## src/rtl/plb_bram_arb_pkg.sv

```systemverilog
// Shared types and constants for the PLB BRAM port sequencer/arbiter.
package plb_bram_arb_pkg;

  typedef enum logic [0:0] {
    IDLE = 1'b0,
    XFER = 1'b1
  } arb_state_e;

  // One beat is one 64-bit word, so addresses advance by 8 bytes.
  localparam int unsigned BEAT_BYTES = 8;

  typedef logic req_idx_t;

  // Burst addresses wrap inside the BRAM window given by its byte size.
  function automatic logic [63:0] wrap_mask(input longint unsigned memsize);
    return 64'(memsize - 1);
  endfunction

endpackage

```

## src/rtl/plb_bram_port_arbiter_if.sv

```systemverilog
// Command/data bundle for one local requester of the BRAM port arbiter.
interface plb_bram_port_arbiter_if #(
  parameter int AW  = 32,
  parameter int DW  = 64,
  parameter int NWE = 8,
  parameter int LW  = 4
) ();

  logic            Req;
  logic            RNW;
  logic [0:AW-1]   Addr;
  logic [LW-1:0]   Len;
  logic [0:NWE-1]  BE;
  logic [0:DW-1]   WrData;
  logic            Ack;
  logic            WrAck;
  logic            RdAck;

  modport master (
    output Req, RNW, Addr, Len, BE, WrData,
    input  Ack, WrAck, RdAck
  );

  modport slave (
    input  Req, RNW, Addr, Len, BE, WrData,
    output Ack, WrAck, RdAck
  );

endinterface

```

## src/rtl/plb_bram_rr_arb.sv

```systemverilog
// Two-input round-robin arbiter; the pointer remembers the last winner.
module plb_bram_rr_arb
  import plb_bram_arb_pkg::*;
(
  input  logic       clk_i,
  input  logic       rst_i,
  input  logic [1:0] req_i,
  input  logic       adv_i,
  output logic       gnt_vld_o,
  output req_idx_t   gnt_idx_o
);

  req_idx_t last_q, last_d;

  always_comb begin
    gnt_vld_o = |req_i;
    // Under contention the requester not granted last time wins.
    if (req_i == 2'b11) gnt_idx_o = ~last_q;
    else                gnt_idx_o = req_i[1];
    last_d = last_q;
    if (adv_i && gnt_vld_o) last_d = gnt_idx_o;
  end

  // Reset value 1 makes M0 the favoured requester.
  always_ff @(posedge clk_i) begin
    if (rst_i) last_q <= 1'b1;
    else       last_q <= last_d;
  end

endmodule

```

## src/rtl/plb_bram_port_arbiter.sv

```systemverilog
// Round-robin sequencer for one 64-bit BRAM port shared by two requesters:
// single/burst reads and writes, one beat per cycle, read data one cycle late.
module plb_bram_port_arbiter
  import plb_bram_arb_pkg::*;
#(
  parameter int          C_PORT_AWIDTH = 32,
  parameter int          C_PORT_DWIDTH = 64,
  parameter int          C_NUM_WE      = 8,
  parameter int unsigned C_MEMSIZE     = 'h4000,
  parameter int          C_LEN_W       = 4
) (
  input  logic                     BRAM_Clk,
  input  logic                     BRAM_Rst,
  plb_bram_port_arbiter_if.slave   M0,
  plb_bram_port_arbiter_if.slave   M1,
  output logic [0:C_PORT_DWIDTH-1] Rd_Data,
  output logic                     BRAM_EN,
  output logic [0:C_NUM_WE-1]      BRAM_WEN,
  output logic [0:C_PORT_AWIDTH-1] BRAM_Addr,
  output logic [0:C_PORT_DWIDTH-1] BRAM_Dout,
  input  logic [0:C_PORT_DWIDTH-1] BRAM_Din,
  output logic                     Busy
);

  localparam logic [0:0] S_IDLE = 1'(IDLE);
  localparam logic [0:0] S_XFER = 1'(XFER);

  localparam logic [0:C_PORT_AWIDTH-1] WRAP_M  = C_PORT_AWIDTH'(wrap_mask(64'(C_MEMSIZE)));
  localparam logic [0:C_PORT_AWIDTH-1] STRIDE  = C_PORT_AWIDTH'(BEAT_BYTES);
  localparam logic [0:C_PORT_AWIDTH-1] ALIGN_M = ~(C_PORT_AWIDTH'(BEAT_BYTES - 1));

  logic [0:0]               state_q, state_d;
  req_idx_t                 gnt_q, gnt_d;
  logic                     rnw_q, rnw_d;
  logic [C_LEN_W-1:0]       len_q, len_d;
  logic [C_LEN_W-1:0]       beat_q, beat_d;
  logic [0:C_NUM_WE-1]      be_q, be_d;
  logic [0:C_PORT_AWIDTH-1] addr_q, addr_d;
  logic                     en_q, en_d;
  logic [0:C_NUM_WE-1]      wen_q, wen_d;
  logic                     ack_q, ack_d;
  logic                     rd_q, rd_d;
  req_idx_t                 rd_gnt_q, rd_gnt_d;

  logic                     arb_vld;
  req_idx_t                 arb_idx;
  logic                     win_rnw;
  logic [0:C_PORT_AWIDTH-1] win_addr;
  logic [C_LEN_W-1:0]       win_len;
  logic [0:C_NUM_WE-1]      win_be;
  logic [0:C_PORT_AWIDTH-1] addr_nxt;
  logic                     wr_act;

  plb_bram_rr_arb u_rr (
    .clk_i     (BRAM_Clk),
    .rst_i     (BRAM_Rst),
    .req_i     ({M1.Req, M0.Req}),
    .adv_i     (state_q == S_IDLE),
    .gnt_vld_o (arb_vld),
    .gnt_idx_o (arb_idx)
  );

  assign win_rnw  = arb_idx ? M1.RNW  : M0.RNW;
  assign win_addr = arb_idx ? M1.Addr : M0.Addr;
  assign win_len  = arb_idx ? M1.Len  : M0.Len;
  assign win_be   = arb_idx ? M1.BE   : M0.BE;

  // Only the bits inside the BRAM window advance; the upper bits hold.
  assign addr_nxt = (addr_q & ~WRAP_M) | ((addr_q + STRIDE) & WRAP_M);

  always_comb begin
    state_d  = state_q;
    gnt_d    = gnt_q;
    rnw_d    = rnw_q;
    len_d    = len_q;
    beat_d   = beat_q;
    be_d     = be_q;
    addr_d   = addr_q;
    en_d     = en_q;
    wen_d    = wen_q;
    ack_d    = 1'b0;
    rd_d     = (state_q == S_XFER) && rnw_q;
    rd_gnt_d = gnt_q;

    case (state_q)
      S_IDLE: begin
        if (arb_vld) begin
          state_d = S_XFER;
          gnt_d   = arb_idx;
          rnw_d   = win_rnw;
          len_d   = win_len;
          be_d    = win_be;
          beat_d  = '0;
          addr_d  = win_addr & ALIGN_M;
          en_d    = 1'b1;
          wen_d   = win_rnw ? '0 : win_be;
          ack_d   = 1'b1;
        end
      end
      default: begin
        if (beat_q == len_q) begin
          state_d = S_IDLE;
          en_d    = 1'b0;
          wen_d   = '0;
        end else begin
          beat_d  = beat_q + C_LEN_W'(1);
          addr_d  = addr_nxt;
          wen_d   = rnw_q ? '0 : be_q;
        end
      end
    endcase
  end

  // Command/address stage; the read-ack delay stage sits alongside it.
  always_ff @(posedge BRAM_Clk) begin
    if (BRAM_Rst) begin
      state_q <= S_IDLE;
      beat_q  <= '0;
      addr_q  <= '0;
      en_q    <= 1'b0;
      wen_q   <= '0;
      ack_q   <= 1'b0;
      rd_q    <= 1'b0;
    end else begin
      state_q <= state_d;
      beat_q  <= beat_d;
      addr_q  <= addr_d;
      en_q    <= en_d;
      wen_q   <= wen_d;
      ack_q   <= ack_d;
      rd_q    <= rd_d;
    end
    gnt_q    <= gnt_d;
    rnw_q    <= rnw_d;
    len_q    <= len_d;
    be_q     <= be_d;
    rd_gnt_q <= rd_gnt_d;
  end

  assign wr_act    = (state_q == S_XFER) && !rnw_q;
  assign BRAM_EN   = en_q;
  assign BRAM_WEN  = wen_q;
  assign BRAM_Addr = addr_q;
  assign BRAM_Dout = wr_act ? (gnt_q ? M1.WrData : M0.WrData) : '0;
  assign Rd_Data   = BRAM_Din;
  assign Busy      = (state_q == S_XFER);

  assign M0.Ack   = ack_q && !gnt_q;
  assign M1.Ack   = ack_q && gnt_q;
  assign M0.WrAck = wr_act && !gnt_q;
  assign M1.WrAck = wr_act && gnt_q;
  assign M0.RdAck = rd_q && !rd_gnt_q;
  assign M1.RdAck = rd_q && rd_gnt_q;

endmodule

```

## src/flat_wrapper.sv

```systemverilog
// flat-port wrapper written by rule: the top's interface ports become plain ports
module plb_bram_port_arbiter_flat import plb_bram_arb_pkg::*;
#(
  parameter int          C_PORT_AWIDTH = 32,
  parameter int          C_PORT_DWIDTH = 64,
  parameter int          C_NUM_WE      = 8,
  parameter int unsigned C_MEMSIZE     = 'h4000,
  parameter int          C_LEN_W       = 4
)
  (BRAM_Clk, BRAM_Rst, Rd_Data, BRAM_EN, BRAM_WEN, BRAM_Addr, BRAM_Dout, BRAM_Din, Busy, M0_Req, M0_RNW, M0_Addr, M0_Len, M0_BE, M0_WrData, M0_Ack, M0_WrAck, M0_RdAck, M1_Req, M1_RNW, M1_Addr, M1_Len, M1_BE, M1_WrData, M1_Ack, M1_WrAck, M1_RdAck);
  plb_bram_port_arbiter_if M0_i ();
  plb_bram_port_arbiter_if M1_i ();
  input  logic BRAM_Clk;
  input  logic BRAM_Rst;
  output logic [0:C_PORT_DWIDTH-1] Rd_Data;
  output logic BRAM_EN;
  output logic [0:C_NUM_WE-1] BRAM_WEN;
  output logic [0:C_PORT_AWIDTH-1] BRAM_Addr;
  output logic [0:C_PORT_DWIDTH-1] BRAM_Dout;
  input  logic [0:C_PORT_DWIDTH-1] BRAM_Din;
  output logic Busy;
  input wire logic [$bits(M0_i.Req)-1:0] M0_Req;
  input wire logic [$bits(M0_i.RNW)-1:0] M0_RNW;
  input wire logic [$bits(M0_i.Addr)-1:0] M0_Addr;
  input wire logic [$bits(M0_i.Len)-1:0] M0_Len;
  input wire logic [$bits(M0_i.BE)-1:0] M0_BE;
  input wire logic [$bits(M0_i.WrData)-1:0] M0_WrData;
  output wire logic [$bits(M0_i.Ack)-1:0] M0_Ack;
  output wire logic [$bits(M0_i.WrAck)-1:0] M0_WrAck;
  output wire logic [$bits(M0_i.RdAck)-1:0] M0_RdAck;
  input wire logic [$bits(M1_i.Req)-1:0] M1_Req;
  input wire logic [$bits(M1_i.RNW)-1:0] M1_RNW;
  input wire logic [$bits(M1_i.Addr)-1:0] M1_Addr;
  input wire logic [$bits(M1_i.Len)-1:0] M1_Len;
  input wire logic [$bits(M1_i.BE)-1:0] M1_BE;
  input wire logic [$bits(M1_i.WrData)-1:0] M1_WrData;
  output wire logic [$bits(M1_i.Ack)-1:0] M1_Ack;
  output wire logic [$bits(M1_i.WrAck)-1:0] M1_WrAck;
  output wire logic [$bits(M1_i.RdAck)-1:0] M1_RdAck;
  assign M0_i.Req = M0_Req;
  assign M0_i.RNW = M0_RNW;
  assign M0_i.Addr = M0_Addr;
  assign M0_i.Len = M0_Len;
  assign M0_i.BE = M0_BE;
  assign M0_i.WrData = M0_WrData;
  assign M0_Ack = M0_i.Ack;
  assign M0_WrAck = M0_i.WrAck;
  assign M0_RdAck = M0_i.RdAck;
  assign M1_i.Req = M1_Req;
  assign M1_i.RNW = M1_RNW;
  assign M1_i.Addr = M1_Addr;
  assign M1_i.Len = M1_Len;
  assign M1_i.BE = M1_BE;
  assign M1_i.WrData = M1_WrData;
  assign M1_Ack = M1_i.Ack;
  assign M1_WrAck = M1_i.WrAck;
  assign M1_RdAck = M1_i.RdAck;
  plb_bram_port_arbiter #(.C_PORT_AWIDTH(C_PORT_AWIDTH), .C_PORT_DWIDTH(C_PORT_DWIDTH), .C_NUM_WE(C_NUM_WE), .C_MEMSIZE(C_MEMSIZE), .C_LEN_W(C_LEN_W)) u_core (.BRAM_Clk(BRAM_Clk), .BRAM_Rst(BRAM_Rst), .M0(M0_i), .M1(M1_i), .Rd_Data(Rd_Data), .BRAM_EN(BRAM_EN), .BRAM_WEN(BRAM_WEN), .BRAM_Addr(BRAM_Addr), .BRAM_Dout(BRAM_Dout), .BRAM_Din(BRAM_Din), .Busy(Busy));
endmodule
```

## config.mk

```make
export PLATFORM = sky130hd
export DESIGN_NAME = plb_bram_port_arbiter_flat
export DESIGN_NICKNAME = d
export VERILOG_FILES = /design/src/rtl/plb_bram_arb_pkg.sv /design/src/rtl/plb_bram_port_arbiter_if.sv /design/src/rtl/plb_bram_rr_arb.sv /design/src/rtl/plb_bram_port_arbiter.sv /design/src/flat_wrapper.sv
export SDC_FILE = /design/constraint.sdc
export NUM_CORES = 1
export LEC_CHECK = 0
export BUFFER_PORTS_ARGS = -buffer_cell sky130_fd_sc_hd__buf_2
export CAP_MARGIN = 20
export CORE_AREA = 5 5 176 178
export CTS_BUF_LIST = sky130_fd_sc_hd__clkbuf_4 sky130_fd_sc_hd__clkbuf_8
export CTS_CLUSTER_SIZE = 30
export DETAILED_ROUTE_END_ITERATION = 16
export DIE_AREA = 0 0 181 183
export GPL_ROUTABILITY_DRIVEN = 1
export PLACE_DENSITY = 0.49
export SLEW_MARGIN = 20
export SYNTH_ARGS = -nofsm -noshare
export SYNTH_HDL_FRONTEND = slang
export SYNTH_SLANG_ARGS = --single-unit
export TNS_END_PERCENT = 5
```

## constraint.sdc

```tcl
create_clock -name BRAM_Clk -period 1.8 [get_ports BRAM_Clk]
set_input_delay 0.27 -clock BRAM_Clk [delete_from_list [all_inputs] [get_ports BRAM_Clk]]
set_output_delay 0.27 -clock BRAM_Clk [all_outputs]
set_load 0.1 [all_outputs]
```

==> impl_metrics.py <==
metrics = {
    "drt": {
        "post_drt_wl_per_cell_um": 18.3,
        "vias": 5062,
        "drc_errors": 0,
        "finalWirelength_um": 22100,
        "drt-pass1-iter-count": 4,
        "viasPerCell": 4.19,
        "drt_iter0_markers": 239,
        "drtAntennaViolNets": 0,
    },
    "setup_path": {
        "worstPathArrival_ns": 1.77,
        "critPathRequiredTime_ns": 1.53,
        "cp_max_fo": 11,
        "critPathCaptureType": "primary output",
        "worst_setup_path_start_kind": "flop",
        "worstSetupPathType": "reg2out",
    },
    "cts": {
        "cts.clk_slew.worst_paths_ns": 0.08,
        "cts_made_buffers": 9,
        "cts-root-buf": "clkbuf_8",
        "clk_latency_ns": 0.36,
        "cts.htree.levels": 3,
        "clk_path_buf_depth": 2,
        "cts_tree": "built",
        "clock-sinks": 61,
    },
    "layout": {
        "ff_latch_area_sq_mm": 0.00138,
        "synthToLayoutAreaGrowth_pct": 91.0,
        "layout_commonest_cell": "buf_2",
        "mostFrequentLayoutCells": "buf_2 (256), nand2_1 (93), buf_12 (79), a22o_4 (61), buf_4 (40)",
        "multi_input_area_sq_mm": 0.00277,
        "finalNonFillerCells": 1207,
        "nets": 1096,
        "n_fill_cell": 3119,
        "drive_above_1_share": 0.604,
    },
    "sta": {
        "holdWs_ns": 0.175,
        "period_minus_slack_ns": 2.04,
        "worst_pin_slew_ns": 0.633,
        "clock-skew-final_ns": 0.0214,
        "setup_ws_ns": -0.244,
        "period_share": 1.14,
        "max-slew-margin-rel": 0.578,
        "setup_viol": 66,
        "hold_viol_final": 0,
        "rsz0062_at_grt": "yes",
        "fmax_mhz": 489,
        "slew_viol_final": 0,
    },
    "synthesis": {
        "syn_area_sq_mm": 0.00424,
        "synthArstFlopShare": 0,
        "syn_avg_cell_area_sq_um": 8.11,
        "synth_edf_count": 14,
        "ys_seq_area_frac": 0.321,
        "synth_seq_cells": 61,
        "ys_types": 54,
        "synth_ff_type": "dfxtp_1",
        "synth.yosys.warnings": 0,
        "syn_inst": 523,
    },
    "pwr": {
        "pwr-share-comb": 0.539,
        "total_leakage_power_uw": 0.00378,
        "power_density_mw_per_mm2": 793,
        "pwr-share-seq": 0.260,
        "switchingPower_uw": 3060,
        "intPower_uw": 3370,
        "p_clk_frac": 0.201,
        "switching_share": 0.475,
        "peakVddDrop_mv": 0.395,
    },
    "placement": {
        "pre_cts_slack_ns": -0.0387,
        "gp_congestion": 0.822,
        "dp_hpwl_um": 18600,
        "dp_cells": 1185,
        "io_buffers": 324,
    },
    "floorplanning": {
        "die_w_um": 181,
        "die_area_sq_mm": 0.0331,
        "io_pins": 462,
        "fp.coreArea_sq_mm": 0.0292,
        "rows": 63,
        "initial_core_util": 0.145,
        "die_h_um": 183,
    },
    "status": {
        "status": "finished, violations left",
        "violations": "negative setup slack",
    },
    "global_route": {
        "antenna_found_initial": 8,
        "grt_first_pass_wirelength_um": 32300,
        "grt_pass1_vias": 5116,
        "grt-ovfl-total": 0,
        "grt_max_degree": 49,
        "track_usage": 0.126,
    },
    "hold_path": {
        "holdCritPathClass": "in2reg",
    },
    "flow_run": {
        "cap_violations": 0,
    },
}
==> cell usage after synthesis (all sizes together) (3+ instances only) <==
cell type / instances / area (sq um)
or3: 3 / 18.8
nand2: 93 / 349
dfxtp: 47 / 941
nor3b: 16 / 120
a41oi: 3 / 33.8
nand4: 4 / 25.0
a21oi: 10 / 50.1
mux2i: 6 / 60.1
edfxtp: 14 / 420
inv: 8 / 30.0
o21ai: 13 / 65.1
a22o: 64 / 561
nor2: 36 / 135
clkbuf: 21 / 78.8
xnor2: 4 / 35.0
mux2: 4 / 45.0
o221ai: 4 / 35.0
nand3: 13 / 70.1
buf: 89 / 602
nand2b: 3 / 18.8
nor3: 3 / 15.0
a311oi: 26 / 228
o32ai: 3 / 26.3
o31ai: 3 / 22.5
and3: 3 / 18.8
==> routing by layer <==
layer  global-route usage  up-vias  wire, um
met5                    0        -         0
met4               0.0234        0       194
met3               0.0518       22      2170
met2                0.205      304     10400
met1                0.161     2315      9370
li1                     -     2421         -
==> power groups by stage <==
stage          combinational [uW]  sequential, uW  clock [uW]
2_1_floorplan                2220            2380           0
3_3_place_gp                 3440            1690           0
3_5_place_dp                 3460            1690           0
4_1_cts                      3480            1670        1370
5_1_grt                      3620            1690        1420
6_report                     3470            1670        1290
==> through the flow <==
step | area (sq um) | TNS [ns] | power (uW) | utilization
final | 8110 | -13.83 | 6430 | 0.277
after detailed placement | 7810 | -0.817 | 5150 | 0.267
after global placement | 7810 | -0.00246 | 5130 | 0.267
after floorplan | 4820 | -7.30 | 4600 | -
after CTS | 8070 | -16.77 | 6520 | 0.276
after global routing | 8100 | -19.95 | 6730 | 0.277
==> cell families (layout without fill, tap and decap cells) <==
logic type,after synthesis,after routing,synth area share
flops,61,61,0.321
xor+xnor,4,4,0.00825
fa+ha+maj,2,2,0.00590
compound gates,146,146,0.280
buf+inv,118,406,0.167
other cells,1,7,0.000884
mux,10,10,0.0248
simple gates,181,181,0.192
==> sequential cells by signal, summed over array words and instances, names as in the netlist, 4 cells and up <==
name / count
u_core.BRAM_Addr: 29
u_core.BRAM_WEN: 8
u_core.beat_q: 4
u_core.len_q: 4
u_core.be_q: 8
==> final cells by class <==
cell class	instances	share of cell area
clock inverter	6	0.00787
multi-input combinational	346	0.341
clock buffer	10	0.0162
timing repair buffer	382	0.400
antenna	4	0.00123
tap	390	0.0602
inverter	8	0.00370
sequential	61	0.170
==> final timing paths <==
path / cells past startpoint / startpoint / slack [ns] / end
hold reg to reg: 2 / u_core.BRAM_Addr[23] / 0.49 / u_core.BRAM_Addr[23]
setup reg to reg: 6 / u_core.len_q[0] / 0.12 / u_core.beat_q[0]
hold / removal: 3 / M1_Addr[26] / 0.18 / u_core.BRAM_Addr[5]
setup / recovery: 6 / u_core.rnw_q / -0.24 / BRAM_Dout[0]
==> worst max-delay path, stage by stage (launching register included) <==
cell	delay (ns)
edfxtp_1	0.42
nand2b_4	0.21
nor2_4	0.11
buf_12	0.16
buf_12	0.15
a22o_2	0.17
buf_12	0.17
==> repair_timing <==
action,CTS,global route
hold buffers,0,0
gates resized for setup,11,6
pin swaps,20,0
setup endpoints to repair,66,74
buffers inserted,2,0
Note: power is estimated with default switching activity, not from simulation.
